**src/rtl/multiword_add_pkg.sv**
```systemverilog
// Shared types for the multi-word add/subtract sequencer: word width, FSM states
// and the packed layout of the registered result limb.
package multiword_add_pkg;

  localparam int WORD_W    = 32;
  localparam int IDX_MAX_W = 16;

  typedef enum logic [0:0] {
    IDLE = 1'b0,
    RUN  = 1'b1
  } state_e;

  // idx is stored at its widest supported size; the sequencer drives the low IDX_W bits.
  typedef struct packed {
    logic [WORD_W-1:0]    sum;
    logic [IDX_MAX_W-1:0] idx;
    logic                 last;
    logic                 cout;
    logic                 ovf;
  } result_s;

endpackage

```
**src/rtl/add_word_slice.sv**
```systemverilog
// Combinational 32-bit limb adder with carry-in.
// Returns the sum, the carry-out and the signed-overflow flag.
module add_word_slice
  import multiword_add_pkg::*;
(
  input  logic [WORD_W-1:0] a,
  input  logic [WORD_W-1:0] b,
  input  logic              cin,
  output logic [WORD_W-1:0] sum,
  output logic              cout,
  output logic              ovf
);

  assign {cout, sum} = {1'b0, a} + {1'b0, b} + {{WORD_W{1'b0}}, cin};
  assign ovf = (a[WORD_W-1] == b[WORD_W-1]) && (sum[WORD_W-1] != a[WORD_W-1]);

endmodule

```
**src/rtl/multiword_add_sequencer.sv**
```systemverilog
// Streams multi-limb add/subtract operations LS limb first through one add_word_slice,
// chaining the carry across limbs. Subtraction is built only when MULTIWORD_ADD_SUB_EN is defined.
module multiword_add_sequencer
  import multiword_add_pkg::*;
#(
  parameter int WORD_W = 32,
  parameter int IDX_W  = 4
) (
  input  logic              clk,
  input  logic              rst,
  input  logic              in_valid,
  output logic              in_ready,
  input  logic [WORD_W-1:0] in_a,
  input  logic [WORD_W-1:0] in_b,
  input  logic              in_sub,
  input  logic              in_last,
  output logic              out_valid,
  input  logic              out_ready,
  output logic [WORD_W-1:0] out_sum,
  output logic [IDX_W-1:0]  out_idx,
  output logic              out_last,
  output logic              out_cout,
  output logic              out_ovf
);

  if (WORD_W != 32) begin : g_bad_word_w
    $error("multiword_add_sequencer: WORD_W must be 32");
  end
  if (IDX_W > IDX_MAX_W || IDX_W < 1) begin : g_bad_idx_w
    $error("multiword_add_sequencer: IDX_W out of range");
  end

  state_e            state_r, state_d;
  logic              carry_r, carry_d;
  logic [IDX_W-1:0]  idx_r, idx_d;
  logic              out_valid_r, out_valid_d;
  result_s           res_r, res_d;

  logic              accept_s;
  logic              first_s;
  logic              sub_s;
  logic              cin_s;
  logic [WORD_W-1:0] b_eff_s;
  logic [WORD_W-1:0] slice_sum_s;
  logic              slice_cout_s;
  logic              slice_ovf_s;
  logic              idx_unused_s;

  assign in_ready = !out_valid_r || out_ready;
  assign accept_s = in_valid && in_ready;
  assign first_s  = (state_r == IDLE);

`ifdef MULTIWORD_ADD_SUB_EN
  logic op_sub_r, op_sub_d;

  // The first limb uses in_sub directly; later limbs reuse the latched mode.
  assign sub_s = first_s ? in_sub : op_sub_r;
`else
  logic sub_unused_s;

  assign sub_s        = 1'b0;
  assign sub_unused_s = in_sub;
`endif

  assign b_eff_s = sub_s ? ~in_b : in_b;
  assign cin_s   = first_s ? sub_s : carry_r;

  add_word_slice u_slice (
    .a    (in_a),
    .b    (b_eff_s),
    .cin  (cin_s),
    .sum  (slice_sum_s),
    .cout (slice_cout_s),
    .ovf  (slice_ovf_s)
  );

  // Next-state, carry chain, limb index and output-register load.
  always_comb begin
    state_d     = state_r;
    carry_d     = carry_r;
    idx_d       = idx_r;
    out_valid_d = out_valid_r;
    res_d       = res_r;
`ifdef MULTIWORD_ADD_SUB_EN
    op_sub_d    = op_sub_r;
`endif
    if (accept_s) begin
      carry_d     = slice_cout_s;
      idx_d       = in_last ? {IDX_W{1'b0}} : idx_r + IDX_W'(1);
      out_valid_d = 1'b1;
      res_d.sum   = slice_sum_s;
      res_d.idx   = IDX_MAX_W'(idx_r);
      res_d.last  = in_last;
      res_d.cout  = in_last & slice_cout_s;
      res_d.ovf   = in_last & slice_ovf_s;
      case (state_r)
        IDLE:    state_d = in_last ? IDLE : RUN;
        RUN:     state_d = in_last ? IDLE : RUN;
        default: state_d = IDLE;
      endcase
`ifdef MULTIWORD_ADD_SUB_EN
      if (first_s) begin
        op_sub_d = in_sub;
      end else begin
        op_sub_d = op_sub_r;
      end
`endif
    end else if (out_ready) begin
      out_valid_d = 1'b0;
    end else begin
      out_valid_d = out_valid_r;
    end
  end

  // State, carry, index and output registers; reset discards any partial operation.
  always_ff @(posedge clk or posedge rst) begin
    if (rst) begin
      state_r     <= IDLE;
      carry_r     <= 1'b0;
      idx_r       <= {IDX_W{1'b0}};
      out_valid_r <= 1'b0;
      res_r       <= {$bits(result_s){1'b0}};
`ifdef MULTIWORD_ADD_SUB_EN
      op_sub_r    <= 1'b0;
`endif
    end else begin
      state_r     <= state_d;
      carry_r     <= carry_d;
      idx_r       <= idx_d;
      out_valid_r <= out_valid_d;
      res_r       <= res_d;
`ifdef MULTIWORD_ADD_SUB_EN
      op_sub_r    <= op_sub_d;
`endif
    end
  end

  assign out_valid    = out_valid_r;
  assign out_sum      = res_r.sum;
  assign out_idx      = res_r.idx[IDX_W-1:0];
  assign out_last     = res_r.last;
  assign out_cout     = res_r.cout;
  assign out_ovf      = res_r.ovf;
  assign idx_unused_s = ^res_r.idx;

endmodule

```
**config.mk**
```make
export PLATFORM = sky130hd
export DESIGN_NAME = multiword_add_sequencer
export DESIGN_NICKNAME = d
export VERILOG_FILES = /design/src/rtl/multiword_add_pkg.sv /design/src/rtl/add_word_slice.sv /design/src/rtl/multiword_add_sequencer.sv
export SDC_FILE = /design/constraint.sdc
export NUM_CORES = 1
export LEC_CHECK = 0
export ABC_CLOCK_PERIOD_IN_PS = 3830
export CORE_UTILIZATION = 48
export CTS_CLUSTER_SIZE = 25
export DETAILED_ROUTE_END_ITERATION = 8
export GPL_ROUTABILITY_DRIVEN = 1
export HOLD_SLACK_MARGIN = 0.02
export PLACE_DENSITY = 0.86
export SLEW_MARGIN = 30
export SYNTH_ARGS = -nofsm -noshare
export SYNTH_HDL_FRONTEND = slang
export SYNTH_HIERARCHICAL = 1
export SYNTH_SLANG_ARGS = --single-unit
export TNS_END_PERCENT = 30
```
**constraint.sdc**
```tcl
create_clock -name clk -period 3.83 [get_ports clk]
set_input_delay 0.5745 -clock clk [delete_from_list [all_inputs] [get_ports clk]]
set_output_delay 0.5745 -clock clk [all_outputs]
set_load 0.05 [all_outputs]
```
# Word-level counts from Yosys, hierarchy flattened
# Cells that the tools add are included.
[classes]
bitwise = 2
n_mux = 5
n_addsub = 3
eq_ne = 2
n_reduce_logical = 5
[op_table]
columns = ["cell", "n"]
rows = [
  ["adder 32 x 32 -> 33 bit", 1],
  ["adder 33 x 1 -> 33 bit", 1],
  ["adder 4 x 1 -> 4 bit (second input constant)", 1],
  ["2-to-1 mux 1 bit", 4],
  ["2-to-1 mux 4 bit", 1],
  ["bitwise AND 1 bit", 2],
  ["logical AND 1 bit", 2],
  ["nonzero test 2 bit", 1],
  ["== test 1 bit", 1],
  ["zero test 1 bit", 1],
  ["logical OR 1 bit", 1],
  ["!= test 1 bit", 1],
]
[totals]
inputBits = 70
ff_bits = 46
output_inout_bits = 41

# Logic depth before layout (Yosys ltp)
# Gate-level depths: netlist of run 1.
[logic_depth]
ltp_word = 5
depth_mapped = 11
depth_no_buf = 11

# Hierarchy
# Netlist of run 1, hierarchy kept.
[by_module_without_submodules]
columns = ["module", "cells_each", "instances", "area_each_um2"]
rows = [
  ["multiword_add_sequencer", 115, 1, 1930.6],
  ["add_word_slice", 241, 1, 1767.9],
]

# Worst setup path after synthesis of run 1
# No wires, ideal clock.
[synth_timing]
kind = "input to register"
startpoint = "input in_a[0]"
endpoint = "register res_r (netlist bit out_sum[26])"
t_required_ns = 3.705
arrival_ns = 2.971
stages = 10
path_slack_ns = 0.734
n_path_buf = 0
path_cell_list = "fa_1 -> fa_1 -> a21o_1 -> a221oi_2 -> or3_4 -> a21oi_1 -> nand3b_4 -> a311oi_1 -> nor3_1 -> mux2_2"
[synth_between]
elab_chain_cells = 2
[synth_rtl]
columns = ["element", "line_no", "text"]
rows = [
  ["from (decl)", "multiword_add_sequencer.sv:13", "input logic [WORD_W-1:0] in_a,"],
  ["adder 32 x 32 -> 33 bit", "add_word_slice.sv:14", "assign {cout, sum} = {1'b0, a} + {1'b0, b} + {{WORD_W{1'b0}}, cin};"],
  ["adder 33 x 1 -> 33 bit", "add_word_slice.sv:14", ""],
  ["named net slice_sum_s[26]", "multiword_add_sequencer.sv:44", "logic [WORD_W-1:0] slice_sum_s;"],
  ["to (signal assigned)", "multiword_add_sequencer.sv:122", "res_r <= {$bits(result_s){1'b0}};"],
  ["to (signal assigned)", "multiword_add_sequencer.sv:131", "res_r <= res_d;"],
  ["to (decl)", "multiword_add_sequencer.sv:37", "result_s res_r, res_d;"],
]
# The timed path passes the listed nets, and every way through them passes these cells.
# A chain may end at the register's enable or synchronous reset.

# Worst setup path in the final report of run 1
# Ends and elaborated chain as after synthesis.

==> reports/qor.txt, run 1 <==
outcome = complete, no violations
antenna violations before repair = 0
Hold Buf Count CTS = 0
compound-cell area share of the yosys netlist = 19.3%
Die X = 89.8 um
first-pass GRT wire length = 14800 um
Initial Util = 50.2%
CTS Buffer Depth = 2
Pleak = 2.16 nW
placed insts = 553
Post-synth EDFFs = 0
Rows = 31
P&R area growth vs syn = 33.5%
Skew-Pair Late Insertion Delay = 290 ps
worst rel slew slack = 46.6%
placed cell area = 0.00482 mm2
post-route cell area = 0.00494 mm2
mapped cell area = 0.00370 mm2
syn nets = 460
commonest non-fill, non-tap cells in the layout = clkdlybuf4s50_1 (109), dfrtp_1 (46), ha_1 (32)
Worst VDD drop = 217 uV
number of global-route vias before repair = 3194
Syn Inst Count = 356
gr usage total = 22.0%
die area = 0.00806 mm2
setup TNS = 0 ps
RSZ-0062 raised after global routing = no
adder-cell share of the synthesized area = 11.9%
Slew Viols, Final = 0
Critical Path RT = 4010 ps
total CTS buffers = 5
simple-gate share of the synthesized area = 12.2%
largest family of logic cells by synthesized area = compound AO/OA/AOI/OAI gates
clock-pin slew on the worst setup and hold paths = 90 ps
I/O pins = 111
P_int = 1.36 mW
H-tree Lvls = 2
Avg Inst Size Synth = 10.4 um2
sequential power share = 29.4%
mux cell area share after synthesis = 15.5%
DRT Pass-1 Iters = 4
Distinct cells, synth = 57
# diodes = 0
Core Region = 0.00737 mm2
Max Cap Viol = 0
post-CTS sizing = 0
Yosys reg bits = 46
Async S/R FF share, synth = 100%
first-iteration detailed-routing DRC count = 134
number of nets in the layout = 565
post-CTS setup buffer count = 0
total number of vias = 3120
Post-synth top flop = dfrtp_1
share of cells above drive strength 1 = 14.3%
wire per inst = 15.2 um
critical path startpoint category = input port
Crit Path Max Fanout = 4
HPWL Detailed = 6710 um
GP Congestion = 0.864
switching share of power = 42.5%
CTS Root Cell = clkbuf_8
combinational share of power = 55.2%
Psw = 1.01 mW
clock share of power = 15.3%
Hold Vio Cnt, Final = 0
port bufs = 109
non-filler cells, final = 561
worst hold path class = reg -> reg
largest net degree at the start of global routing = 47
# setup viols final = 0
DRT antenna net count = 0
period utilization = 89.7%
clock tree sinks = 46
Critical Path Sink Type = register
worst slew pin tran = 799 ps
Final Skew = 7.11 ps
data arrival time of the critical path = 3620 ps
max frequency = 291 MHz
commonest non-fill, non-tap cell in the layout = clkdlybuf4s50_1
# DRC = 0
crit path kind = in -> reg
Tmin final = 3430 ps
total grt overflow = 0
Post-Route WL = 8550 um
CTS tree = yes
Seq/Total Area, Yosys = 31.1%
Synth Warn # = 6
xor/xnor cell area share of the yosys netlist = 6.16%
Power Dens Cells = 480 mW/mm2
DR vias/cell = 5.56
Die Y-Extent = 89.8 um
-- cell usage after synthesis (4+ instances only) --
library cell / number / share of area [%]
clkbuf_1: 7 / 0.71
nor2_1: 16 / 1.6
nand2_1: 25 / 2.5
xnor2_1: 18 / 4.3
nor2b_1: 4 / 0.68
o21bai_1: 5 / 1.0
nand4_1: 7 / 1.2
nand2b_1: 4 / 0.68
ha_1: 32 / 11
nand3_1: 8 / 1.1
o21ai_0: 15 / 2.0
a21oi_1: 26 / 3.5
and3_1: 5 / 0.85
xor2_1: 8 / 1.9
o21a_1: 4 / 0.81
dfrtp_1: 46 / 31
nor3_1: 5 / 0.68
mux2_2: 13 / 4.0
mux2_4: 27 / 11
a21o_1: 15 / 3.0
inv_1: 11 / 1.1
-- kinds of logic after synthesis --
| family | Yosys count |
|---|---|
| compound gates | 99 |
| simple gates | 86 |
| flops | 46 |
| mux | 42 |
| fa+ha+maj | 34 |
| xor+xnor | 26 |
| buf+inv | 23 |
-- per-stage QoR --
step | setup WS (ps) | utilization [%] | hold WS, ps | power (mW)
after floorplan | 734 | - | 465 | 1.59
after CTS | 399 | 67.0 | 514 | 2.38
after global placement | 170 | 65.4 | 485 | 1.98
final | 395 | 67.0 | 512 | 2.37
after global routing | 279 | 67.0 | 529 | 2.48
after detailed placement | 106 | 65.4 | 493 | 2.01
-- critical path, stage by stage --
cell,delay (ps)
clkdlybuf4s50_1,440
fa_1,490
fa_1,430
a21o_1,230
a221oi_2,250
or3_4,200
a21oi_1,100
nand3b_4,220
a311oi_1,320
nor3_1,100
mux2_2,270
-- worst paths after layout --
kind                                      endpoint  depth (start not counted)            startpoint  slack (ps)
max reg2reg                out_sum[26]$_DFFE_PP0P_                         11   state_r$_DFFE_PP0P_         640
min in group asynchronous   out_idx[2]$_DFFE_PP0P_                          2                   rst         730
max in group asynchronous  out_sum[17]$_DFFE_PP0P_                          2                   rst        2620
min                           idx_r[3]$_DFFE_PP0P_                          1  idx_r[3]$_DFFE_PP0P_         510
min reg2reg                   idx_r[3]$_DFFE_PP0P_                          1  idx_r[3]$_DFFE_PP0P_         510
max                        out_sum[26]$_DFFE_PP0P_                         11               in_a[0]         400
-- metal layers --
layer | track usage (%) | vias up | share of wire, %
li1 | - | 1512 | -
met1 | 27.7 | 1487 | 44
met2 | 39.4 | 105 | 50
met3 | 2.03 | 16 | 3.6
met4 | 6.97 | 0 | 1.7
met5 | 0 | - | 0
-- flip-flops by register name, indices dropped and copies added (netlist names) --
| signal | count |
|---|---|
| out_sum | 32 |
| idx_r | 4 |
| out_idx | 4 |
| carry_r | 1 |
| out_cout | 1 |
| out_last | 1 |
| out_ovf | 1 |
| out_valid | 1 |
| state_r | 1 |
-- area by class of cell --
type	instances	area [um2]
Sequential cell	46	1150
Multi-Input combinational cell	287	2410
Clock inverter	3	45.0
Timing Repair Buffer	110	1100
Fill cell	567	2430
Tap cell	99	124
Clock buffer	5	68.8
Inverter	11	42.5
-- power groups by stage --
stage                     combinational, mW  sequential [mW]  clock (mW)
after detailed placement               1.31            0.704           0
after global routing                   1.38            0.715       0.393
final                                  1.31            0.697       0.363
after CTS                              1.31            0.698       0.373
after global placement                 1.28            0.701           0
after floorplan                       0.480             1.11           0
No activity file was read; power rests on OpenSTA's default activity.
==> run 2, diff against run 1 <==
CORE_MARGIN = 2   (was not set)
SLEW_MARGIN = not set   (was 30)
==> run 2 against run 1 <==
  * Critical path depth unchanged
  * Routed wire length down 0.25%
  * Worst setup slack improved by 36 ps
  * Via count shrank 0.35%
  * Worst hold slack got worse by 6.3 ps
  * Power down 2.4%
  * Count of clock-buffer cells in the layout did not move
  * Critical path type unchanged
  * Highest routed layer unchanged
==> reports/qor.txt, run 2 (synthesized netlist as in run 1, its figures left out) <==
outcome = complete, no violations
# diodes = 0 (unchanged)
Rows = 32 (+3.2%)
total number of vias = 3109 (-0.35%)
first-iteration detailed-routing DRC count = 147 (+9.7%)
crit path kind = in -> reg
Hold Path Depth = 1 (unchanged)
clock tree sinks = 46 (unchanged)
Die Y-Extent = 91.8 um (+2.2%)
number of global-route vias before repair = 3207 (+0.41%)
Critical Path RT = 4030 ps (+20 ps)
commonest non-fill, non-tap cell in the layout = clkdlybuf4s50_1
Crit path max-delay family = adder cells
Tmin final = 3400 ps (-36.4 ps)
Pleak = 2.15 nW (-0.25%)
max reg flops = 32 (unchanged)
worst rel slew slack = 36.2% (-10 points)
HPWL Detailed = 6720 um (+0.25%)
I/O pins = 111 (unchanged)
P&R area growth vs syn = 33.0%
Slowest cell on crit path = fa_1
post-CTS sizing = 0 (unchanged)
first-pass GRT wire length = 14900 um (+0.89%)
H-tree Lvls = 2 (unchanged)
Crit Path Max Fanout = 4 (unchanged)
die area = 0.00842 mm2 (+4.5%)
critical path startpoint category = input port
Core Region = 0.00761 mm2 (+3.2%)
data arrival time of the critical path = 3590 ps (-30 ps)
switching share of power = 43.7% (+1.3 points)
Psw = 1.01 mW (+0.51%)
Slew Viols, Final = 0 (unchanged)
commonest non-fill, non-tap cells in the layout = clkdlybuf4s50_1 (109), dfrtp_1 (46), ha_1 (32)
gr usage total = 21.2% (-0.76 points)
combinational share of power = 56.4% (+1.2 points)
Hold Path Sink = carry_r$_DFFE_PP0P_
sequential power share = 30.1% (+0.7 points)
post-CTS setup buffer count = 0 (unchanged)
CTS Root Cell = clkbuf_8
DRT Pass-1 Iters = 5 (+1)
DR vias/cell = 5.51 (-0.88%)
Final Skew = 4.79 ps (-2.31 ps)
CTS tree = yes
clock-pin slew on the worst setup and hold paths = 90 ps (about the same)
number of nets in the layout = 565 (unchanged)
clock share of power = 13.5% (-1.8 points)
Worst Setup SP = in_a[0]
RSZ-0062 raised after global routing = no
worst r2r dst = out_sum[26]$_DFFE_PP0P_
Max Cap Viol = 0 (unchanged)
worst slew pin tran = 956 ps (+157 ps)
Skew-Pair Late Insertion Delay = 300 ps (about the same)
GP Congestion = 0.865 (+0.13%)
Hold Vio Cnt, Final = 0 (unchanged)
r2r setup slk = 640 ps (about the same)
R2R Path Start = state_r$_DFFE_PP0P_
Post-Route WL = 8530 um (-0.25%)
WP buf/inv = 1 (unchanged)
share of cells above drive strength 1 = 14.3% (unchanged)
DRT antenna net count = 0 (unchanged)
crit path cell chain = clkdlybuf4s50_1 > fa_1 > fa_1 > a21o_1 > a221oi_2 > or3_4 > a21oi_1 > nand3b_4 > a311oi_1 > nor3_1 > mux2_2
wire per inst = 15.1 um (-0.78%)
setup TNS = 0 ps (unchanged)
total CTS buffers = 5 (unchanged)
total grt overflow = 0 (unchanged)
worst hold path class = reg -> reg
WHS = 505 ps (-6.32 ps)
port bufs = 109 (unchanged)
Die X = 91.8 um (+2.2%)
Initial Util = 48.6% (-1.6 points)
antenna violations before repair = 0 (unchanged)
slowest cell delay on critical path = 500 ps (about the same)
Power Dens Cells = 470 mW/mm2 (-2.1%)
Critical Path Sink Type = register
cells on worst reg2reg path = 11 (unchanged)
# setup viols final = 0 (unchanged)
max frequency = 294 MHz (+1.1%)
Hold Buf Count CTS = 0 (unchanged)
P_int = 1.30 mW (-4.6%)
period utilization = 88.7% (-0.95 points)
Worst VDD drop = 268 uV (+24%)
Min-Delay Startpoint = carry_r$_DFFE_PP0P_
largest net degree at the start of global routing = 47 (unchanged)
# DRC = 0 (unchanged)
CTS Buffer Depth = 2 (unchanged)
CP dominant cell by count = fa_1
==> run 2: changes by cell type in the layout (fill, tap and decap cells not counted), sizes merged <==
cell,previous run,this run
clkinvlp,2,1
bufinv,1,0
inv,10,12
==> run 2: worst reg2reg max path: stages (launching register included) <==
cell	delay [ps]
dfrtp_1	390
and2_1	180
fa_1	440
fa_1	430
a21o_1	220
a221oi_2	250
or3_4	200
a21oi_1	100
nand3b_4	220
a311oi_1	310
nor3_1	100
mux2_2	260
==> run 2: worst max-delay path by stage <==
| stage | end | depth (start not counted) |
|---|---|---|
| global route | out_sum[26]$_DFFE_PP0P_ | 11 |
| detailed placement | out_sum[26]$_DFFE_PP0P_ | 11 |
| global placement | out_sum[26]$_DFFE_PP0P_ | 11 |
| finish | out_sum[26]$_DFFE_PP0P_ | 11 |
| floorplan | out_sum[26]$_DFFE_PP0P_ | 10 |
| CTS | out_sum[26]$_DFFE_PP0P_ | 11 |
==> run 2: area by class of cell <==
class,instances,area (um2)
fill,582,2690
multi-input combinational,287,2410
sequential,46,1150
timing repair buffer,110,1100
tap,102,128
clock buffer,5,68.8
inverter,11,41.3
clock inverter,3,25.0
==> run 2: metrics by stage <==
| step | power [mW] | setup WS (ps) | area (um2) | instances | util (%) |
|---|---|---|---|---|---|
| final | 2.31 | 432 | 4920 | 564 | 64.7 |
| after global routing | 2.44 | 232 | 4920 | 564 | 64.7 |
| after CTS | 2.33 | 430 | 4920 | 564 | 64.7 |
| after detailed placement | 2.01 | 129 | 4820 | 556 | 63.4 |
| after global placement | 1.98 | 171 | 4820 | 556 | 63.4 |
| after floorplan | 1.59 | 734 | 3700 | 356 | - |
==> run 2: power by group through the flow <==
stage	Combinational (mW)	Sequential (mW)	Clock [mW]
3_5_place_dp	1.30	0.705	0
3_3_place_gp	1.28	0.700	0
5_1_grt	1.38	0.714	0.345
4_1_cts	1.31	0.697	0.325
2_1_floorplan	0.480	1.11	0
6_report	1.30	0.695	0.312
==> run 2: metal layers <==
| layer | part of all wire [%] | wire (um) | global-route usage (%) | vias up |
|---|---|---|---|---|
| met5 | 0 | 0 | 0 | - |
| met4 | 1.7 | 143 | 6.09 | 0 |
| met3 | 4.2 | 361 | 2.14 | 12 |
| met2 | 50 | 4280 | 38.0 | 110 |
| met1 | 44 | 3740 | 27.0 | 1468 |
| li1 | - | - | - | 1519 |
